<file path="src/rtl/rv32_alu_seq.sv">
// rv32_alu_seq: single-issue ALU with an optional multi-cycle multiplier.
// Handshaked in/out ports; one result register; a three-state control FSM.
// Single-cycle ops give their result one cycle after accept. Multiplies run
// a radix-2 shift-add loop over WIDTH cycles when RV32_ALU_MUL_EN is defined.
// Without RV32_ALU_MUL_EN there is no multiplier, and mul requests complete in
// one cycle with a zero result.
module rv32_alu_seq #(
    parameter int WIDTH = 32,
    parameter int CNT_W = $clog2(WIDTH) + 1
) (
    input  logic             clk,
    input  logic             reset_n,
    input  logic             in_valid,
    output logic             in_ready,
    input  logic [3:0]       op,
    input  logic             mul,
    input  logic [WIDTH-1:0] in1,
    input  logic [WIDTH-1:0] in2,
    output logic             out_valid,
    input  logic             out_ready,
    output logic [WIDTH-1:0] out
);
    localparam int SH_W = CNT_W - 1;

    localparam logic [3:0] OP_ADD  = 4'd0;
    localparam logic [3:0] OP_SLL  = 4'd1;
    localparam logic [3:0] OP_XOR  = 4'd4;
    localparam logic [3:0] OP_SRL  = 4'd5;
    localparam logic [3:0] OP_OR   = 4'd6;
    localparam logic [3:0] OP_AND  = 4'd7;
    localparam logic [3:0] OP_SEQ  = 4'd8;
    localparam logic [3:0] OP_SNE  = 4'd9;
    localparam logic [3:0] OP_SUB  = 4'd10;
    localparam logic [3:0] OP_SRA  = 4'd11;
    localparam logic [3:0] OP_SLT  = 4'd12;
    localparam logic [3:0] OP_SGE  = 4'd13;
    localparam logic [3:0] OP_SLTU = 4'd14;
    localparam logic [3:0] OP_SGEU = 4'd15;

    typedef enum logic [1:0] {
        IDLE    = 2'd0,
        MUL_RUN = 2'd1,
        HOLD    = 2'd2
    } state_t;

    state_t state;
    logic   accept;

    // A new request can enter when nothing is held, or when the held result
    // leaves in the same cycle. Reset forces the port closed.
    assign in_ready = reset_n && ((state == IDLE) || (state == HOLD && out_ready));
    assign accept   = in_valid && in_ready;

    // ------------------------------------------------------------------
    // Single-cycle ALU
    // ------------------------------------------------------------------
    logic [SH_W-1:0]  shamt;
    logic [WIDTH-1:0] alu_res;
    logic             eq;
    logic             lt_s;
    logic             lt_u;

    // Combinational result of the non-multiply operations
    always_comb begin
        shamt   = in2[SH_W-1:0];
        eq      = (in1 == in2);
        lt_s    = ($signed(in1) < $signed(in2));
        lt_u    = (in1 < in2);
        alu_res = '0;
        case (op)
            OP_ADD:  alu_res = in1 + in2;
            OP_SLL:  alu_res = in1 << shamt;
            OP_XOR:  alu_res = in1 ^ in2;
            OP_SRL:  alu_res = in1 >> shamt;
            OP_OR:   alu_res = in1 | in2;
            OP_AND:  alu_res = in1 & in2;
            OP_SEQ:  alu_res = {{(WIDTH-1){1'b0}}, eq};
            OP_SNE:  alu_res = {{(WIDTH-1){1'b0}}, ~eq};
            OP_SUB:  alu_res = in1 - in2;
            OP_SRA:  alu_res = $signed(in1) >>> shamt;
            OP_SLT:  alu_res = {{(WIDTH-1){1'b0}}, lt_s};
            OP_SGE:  alu_res = {{(WIDTH-1){1'b0}}, ~lt_s};
            OP_SLTU: alu_res = {{(WIDTH-1){1'b0}}, lt_u};
            OP_SGEU: alu_res = {{(WIDTH-1){1'b0}}, ~lt_u};
            default: alu_res = '0;  // codes 2 and 3 are undefined
        endcase
    end

`ifdef RV32_ALU_MUL_EN
    // ------------------------------------------------------------------
    // Shift-add multiplier: magnitudes are multiplied unsigned, and the
    // full product is negated at the end when the operand signs differ.
    // mc_p holds {partial sum, remaining multiplier bits}.
    // ------------------------------------------------------------------
    logic [WIDTH-1:0]   mc_a;
    logic [2*WIDTH-1:0] mc_p;
    logic [CNT_W-1:0]   mc_cnt;
    logic               mc_neg;
    logic               mc_hi;
    logic               mc_last;

    logic               a_sgn;
    logic               b_sgn;
    logic [WIDTH-1:0]   a_mag;
    logic [WIDTH-1:0]   b_mag;
    logic [WIDTH:0]     step_sum;
    logic [2*WIDTH-1:0] step_p;
    logic [2*WIDTH-1:0] fin_p;
    logic [WIDTH-1:0]   mul_res;

    // Operand conditioning at accept: MULH signs both, MULHSU signs in1 only.
    // MUL keeps only the low half, which is the same for signed and unsigned.
    always_comb begin
        a_sgn = ((op[1:0] == 2'd1) || (op[1:0] == 2'd2)) && in1[WIDTH-1];
        b_sgn = (op[1:0] == 2'd1) && in2[WIDTH-1];
        a_mag = a_sgn ? -in1 : in1;
        b_mag = b_sgn ? -in2 : in2;
    end

    // One radix-2 step, plus the sign fix-up and half select used on the last step
    always_comb begin
        step_sum = {1'b0, mc_p[2*WIDTH-1:WIDTH]} + {1'b0, mc_a & {WIDTH{mc_p[0]}}};
        step_p   = {step_sum, mc_p[WIDTH-1:1]};
        fin_p    = mc_neg ? -step_p : step_p;
        mul_res  = mc_hi ? fin_p[2*WIDTH-1:WIDTH] : fin_p[WIDTH-1:0];
        mc_last  = (mc_cnt == CNT_W'(WIDTH - 1));
    end
`endif

    // Control FSM with registered result, valid flag and multiplier state
    always_ff @(posedge clk) begin
        if (!reset_n) begin
            state     <= IDLE;
            out       <= '0;
            out_valid <= 1'b0;
`ifdef RV32_ALU_MUL_EN
            mc_a      <= '0;
            mc_p      <= '0;
            mc_cnt    <= '0;
            mc_neg    <= 1'b0;
            mc_hi     <= 1'b0;
`endif
        end else begin
            case (state)
                IDLE, HOLD: begin
                    if (accept) begin
                        if (mul) begin
`ifdef RV32_ALU_MUL_EN
                            state     <= MUL_RUN;
                            out_valid <= 1'b0;
                            mc_a      <= a_mag;
                            mc_p      <= {{WIDTH{1'b0}}, b_mag};
                            mc_cnt    <= '0;
                            mc_neg    <= a_sgn ^ b_sgn;
                            mc_hi     <= (op[1:0] != 2'd0);
`else
                            state     <= HOLD;
                            out       <= '0;
                            out_valid <= 1'b1;
`endif
                        end else begin
                            state     <= HOLD;
                            out       <= alu_res;
                            out_valid <= 1'b1;
                        end
                    end else if (state == HOLD && out_ready) begin
                        // Result consumed and nothing new: drop valid, keep value
                        state     <= IDLE;
                        out_valid <= 1'b0;
                    end
                end
                MUL_RUN: begin
`ifdef RV32_ALU_MUL_EN
                    mc_p   <= step_p;
                    mc_cnt <= mc_cnt + CNT_W'(1);
                    if (mc_last) begin
                        state     <= HOLD;
                        out       <= mul_res;
                        out_valid <= 1'b1;
                    end
`else
                    state <= IDLE;
`endif
                end
                default: state <= IDLE;
            endcase
        end
    end

endmodule

</file>
<file path="config.mk">
export PLATFORM = sky130hd
export DESIGN_NAME = rv32_alu_seq
export DESIGN_NICKNAME = d
export VERILOG_FILES = /design/src/rtl/rv32_alu_seq.sv
export SDC_FILE = /design/constraint.sdc
export NUM_CORES = 1
export LEC_CHECK = 0
export CORE_MARGIN = 3
export CORE_UTILIZATION = 42
export CTS_CLUSTER_DIAMETER = 60
export DETAILED_ROUTE_END_ITERATION = 6
export GPL_TIMING_DRIVEN = 0
export PLACE_DENSITY = 0.59
export SLEW_MARGIN = 20
export SYNTH_ARGS = -nofsm -noshare
export SYNTH_HDL_FRONTEND = slang
export SYNTH_SLANG_ARGS = --single-unit
</file>
<file path="constraint.sdc">
create_clock -name clk -period 4 [get_ports clk]
set_clock_uncertainty 0.2 [all_clocks]
set_input_delay 0.4 -clock clk [delete_from_list [all_inputs] [get_ports clk]]
set_output_delay 0.4 -clock clk [all_outputs]
set_load 0.005 [all_outputs]
</file>
==> results by group <==
Pwr
  • Switching portion of total power: around half
  • Portion of total power attributed to sequential cells: a little over an eighth
  • Lkg Pwr: 5.16 nW
  • Internal Dissipation: 0.00126 W
  • Combinational share of power: about two thirds
  • Pwr Total: around 0.0026 W
  • Part of the total power dissipated in the clock network: ~19%
  • Maximum resistive drop on vdd: about 0.14 mV
  • Power density over cell area: ~210 nW/um^2
  • Switching power of the nets: approximately 0.0013 W

Floorplan
  • Row Count: 56
  • Initial standard-cell utilization of the core: ~43%
  • Overall die area: roughly 26000 sq um
  • Height of the chip: ~160 microns
  • Area of the core region: 23800 sq um
  • Number of I/O pins: between 100 and 150
  • Width of the chip: 163 microns

Flow run
  • Max Cap Violations: 0

Synth
  • Top_reg_cell synth: sky130_fd_sc_hd__dfxtp_1
  • Mean Syn Cell Area: around 7 sq um
  • Synth area leader: sky130_fd_sc_hd__ha_1
  • Dominant combinational cell family by area after synthesis: compound AO/OA/AOI/OAI gates
  • YS warnings: 0
  • Area share of the largest cell type after synthesis: approximately 12%
  • FF+latch count, synth: 33
  • Main area contributors after synthesis: sky130_fd_sc_hd__ha_1, sky130_fd_sc_hd__a21oi_1, sky130_fd_sc_hd__mux4_2
  • Compound-gate portion of the synthesized area: a little over a third
  • Cells after Synth: 1459
  • Proportion of synthesized area in mux cells: approximately 16%
  • Synth Area in Adders: 12.5%
  • Xor/xnor share of the synthesized area: less than 1%
  • Post-synth EDFFs: 0
  • Synthesized cell area: just over 10000 sq um
  • Sequential fraction of the synthesis area: under 10%
  • Synthesized netlist net count: between 1500 and 2000
  • Library cells used by synthesis: 99
  • Asr flop ratio synth: 0%
  • Fraction of the mapped netlist area in simple logic gates: between 10% and 20%

Setup path
  • Largest fanout on the critical path: 10
  • Required time reported for the critical path endpoint: 3970 ps
  • Element type at the critical path end: register
  • Cell chain of the critical path: clkdlybuf4s50_1 > inv_1 > ha_1 > clkbuf_1 > a31oi_1 > o211ai_1 > nor2_1 > a21oi_2 > mux2i_1 > o311ai_0 > nor3_4 > o21ai_1
  • Crit-path slowest cell: sky130_fd_sc_hd__clkdlybuf4s50_1
  • Number of cells on the worst reg-to-reg path: 10
  • Cell family with the largest share of critical-path delay: buffers and inverters
  • Worst stage delay on the critical path: between 700 and 800 ps
  • Critical path type: input pin to register
  • Data arrival time of the worst path: ~4100 ps
  • Combined buffer and inverter count along the critical path: 3
  • Startpoint types: input pin
  • Stages on the worst setup path: 12

STA
  • Slew HR: 16.7%
  • Max Slew Vio Count: 0
  • Slew at the pin with the worst max-slew slack: roughly 1200 ps
  • RSZ-0062 raised after global routing: true
  • Number of hold violations in the final report: 0
  • Final setup violating endpoints: 3
  • Final Worst Setup Slack: -101 ps
  • Total negative slack: -152 ps
  • Minimum clock period: 4100 ps
  • Peak clock frequency supported by timing: ~240 MHz
  • Final Cycle Share: 103%

Clock tree
  • Clock latency on the worst-skew pair: approximately 300 ps
  • Number of sinks driven by the clock tree: 33
  • CTS tree: yes
  • Number of CTS-inserted buffers: 5
  • Clock slew at reported path FFs: 60 ps
  • Max Root-Sink Buffers: 2
  • H-Tree Depth: 2
  • Cell chosen for the clock root: sky130_fd_sc_hd__clkbuf_16

Cells and area
  • Layout Area Growth over Synthesis: 20.7%
  • Post-layout net count: between 1500 and 2000
  • Post-route non-filler standard cell count: about 1900
  • Fraction of final layout cells with drive strength greater than 1: between 10% and 20%
  • Antenna diode count: 0
  • Final core occ: between 50% and 60%

Worst hold path
  • Cells on Worst Hold Path: 2
  • Type of the worst min-delay path: register to register

Placed design
  • Global placement routability congestion: approximately 1.1
  • Detailed-placement wirelength estimate: around 47 mm
  • IO buf count: 104
  • Count of placed standard cells including taps: between 1500 and 2000

Drt
  • Routed wire length: between 60 and 70 mm
  • Count of TritonRoute iterations in the first routing pass: 7
  • Final antenna-violating net count: 0
  • Number of DRC markers in iteration 0: between 2000 and 2500
  • Routed length per instance: 31.5 microns
  • Vias after detailed routing: around 14000
  • Drc violations: 1
  • Per-cell via count in the routed design: 7.11

Global routing
  • Largest net degree at the start of global routing: 14
  • Initial antenna violation count: 0
  • Overflow left after global routing: 0
  • Global router's overall resource usage: 43.8%
  • Global-route wire length before repair: about 86 mm
  • Number of global-route vias before repair: between 10000 and 15000

Outcome
  • Run status: complete, but fails checks
  • Failing checks: DRC, setup timing
-- synthesized netlist by cell type, types with 10 or more instances --
library cell / instances
sky130_fd_sc_hd__o221ai_1: 17
sky130_fd_sc_hd__o21ai_0: 88
sky130_fd_sc_hd__buf_2: 40
sky130_fd_sc_hd__nand3_1: 26
sky130_fd_sc_hd__a21o_1: 16
sky130_fd_sc_hd__nor2_1: 181
sky130_fd_sc_hd__mux2i_1: 62
sky130_fd_sc_hd__clkbuf_1: 48
sky130_fd_sc_hd__a31oi_1: 19
sky130_fd_sc_hd__nor2b_1: 11
sky130_fd_sc_hd__o211ai_1: 11
sky130_fd_sc_hd__nor3_1: 28
sky130_fd_sc_hd__nand2_1: 128
sky130_fd_sc_hd__a221oi_1: 15
sky130_fd_sc_hd__a211oi_1: 28
sky130_fd_sc_hd__o22ai_1: 18
sky130_fd_sc_hd__a22oi_1: 18
sky130_fd_sc_hd__a21oi_1: 149
sky130_fd_sc_hd__ha_1: 100
sky130_fd_sc_hd__nand2b_1: 10
sky130_fd_sc_hd__o21ai_1: 18
sky130_fd_sc_hd__and2_1: 12
sky130_fd_sc_hd__a221o_1: 11
sky130_fd_sc_hd__inv_1: 96
sky130_fd_sc_hd__o21bai_1: 10
sky130_fd_sc_hd__buf_1: 10
sky130_fd_sc_hd__dfxtp_1: 33
sky130_fd_sc_hd__mux4_2: 32
-- power by group through the flow --
| stage | Combinational (W) | Sequential [W] | Clock [W] |
|---|---|---|---|
| 4_1_cts | 0.00160 | 0.000346 | 0.000499 |
| 5_1_grt | 0.00181 | 0.000347 | 0.000507 |
| 6_report | 0.00174 | 0.000347 | 0.000499 |
| 2_1_floorplan | 0.000947 | 0.000353 | 0 |
| 3_5_place_dp | 0.00155 | 0.000353 | 0 |
| 3_3_place_gp | 0.00155 | 0.000353 | 0 |
-- per-layer routing --
layer	wire length, microns	GRT usage (%)
met5	0	0
met4	4130	21.0
met3	8390	11.5
met2	24000	63.5
met1	23600	60.2
-- final timing paths --
path,startpoint,end,slack (ps)
max,in1[18],out[27],-100
min,out[13],out[13],260
max reg2reg,out_valid,out[25],620
min reg2reg,out[13],out[13],260
-- per-stage QoR --
| stage | hold slack (ps) | cell area, sq um | setup WS (ps) |
|---|---|---|---|
| 5_1_grt | 287 | 12400 | -86.7 |
| 3_3_place_gp | 241 | 11700 | -1950 |
| 6_report | 261 | 12400 | -101 |
| 4_1_cts | 264 | 12100 | 11.1 |
| 2_1_floorplan | 246 | 10300 | 324 |
| 3_5_place_dp | 247 | 11800 | -1890 |
-- final cells by class --
class                      instances  area, sq um
fill                            2449        11400
multi-input combinational       1214         8970
timing repair buffer             122         1200
sequential                        33          661
buffer                           111          643
tap                              319          399
inverter                         100          384
clock buffer                       6          139
clock inverter                     2         37.5
-- cell usage in the layout (no fill, tap or decap), drive strengths merged, types with 12 or more instances in the layout --
master	count
nor2	182
a21oi	154
nand2	129
o21ai	107
ha	100
inv	98
clkdlybuf4s50	92
buf	82
mux2i	63
clkbuf	53
mux4	38
dfxtp	33
a211oi	30
nor3	29
nand3	26
a31oi	22
a22oi	19
o22ai	18
o221ai	17
a221oi	17
a21o	16
and2	12
o211ai	12
-- worst register-to-register path: stages, from the launching register on --
cell and delay [ps]:
sky130_fd_sc_hd__dfxtp_1 310, sky130_fd_sc_hd__nand2b_1 130, sky130_fd_sc_hd__nand3_1 270, sky130_fd_sc_hd__clkbuf_1 410, sky130_fd_sc_hd__and2_1 310, sky130_fd_sc_hd__a221oi_1 480, sky130_fd_sc_hd__o21ai_0 230, sky130_fd_sc_hd__nor4_2 420
sky130_fd_sc_hd__o311ai_1 240, sky130_fd_sc_hd__o21ai_1 190, sky130_fd_sc_hd__a21oi_1 70
-- registers in the layout, indices dropped and copies added (netlist names) --
signal	count
out	32
out_valid	1
-- logic make-up after synthesis --
group,count (synthesis)
simple gates,455
flops,33
xor+xnor,11
buf+inv,212
compound gates,536
fa+ha+maj,102
mux,110
-- what timing repair did --
item	in CTS	in global routing
hold buffers	0	0
endpoints found under the setup margin	30	23
gates resized for setup	46	50
pin swaps	9	20
buffers inserted	6	11
Note: power is estimated with default switching activity, not from simulation.
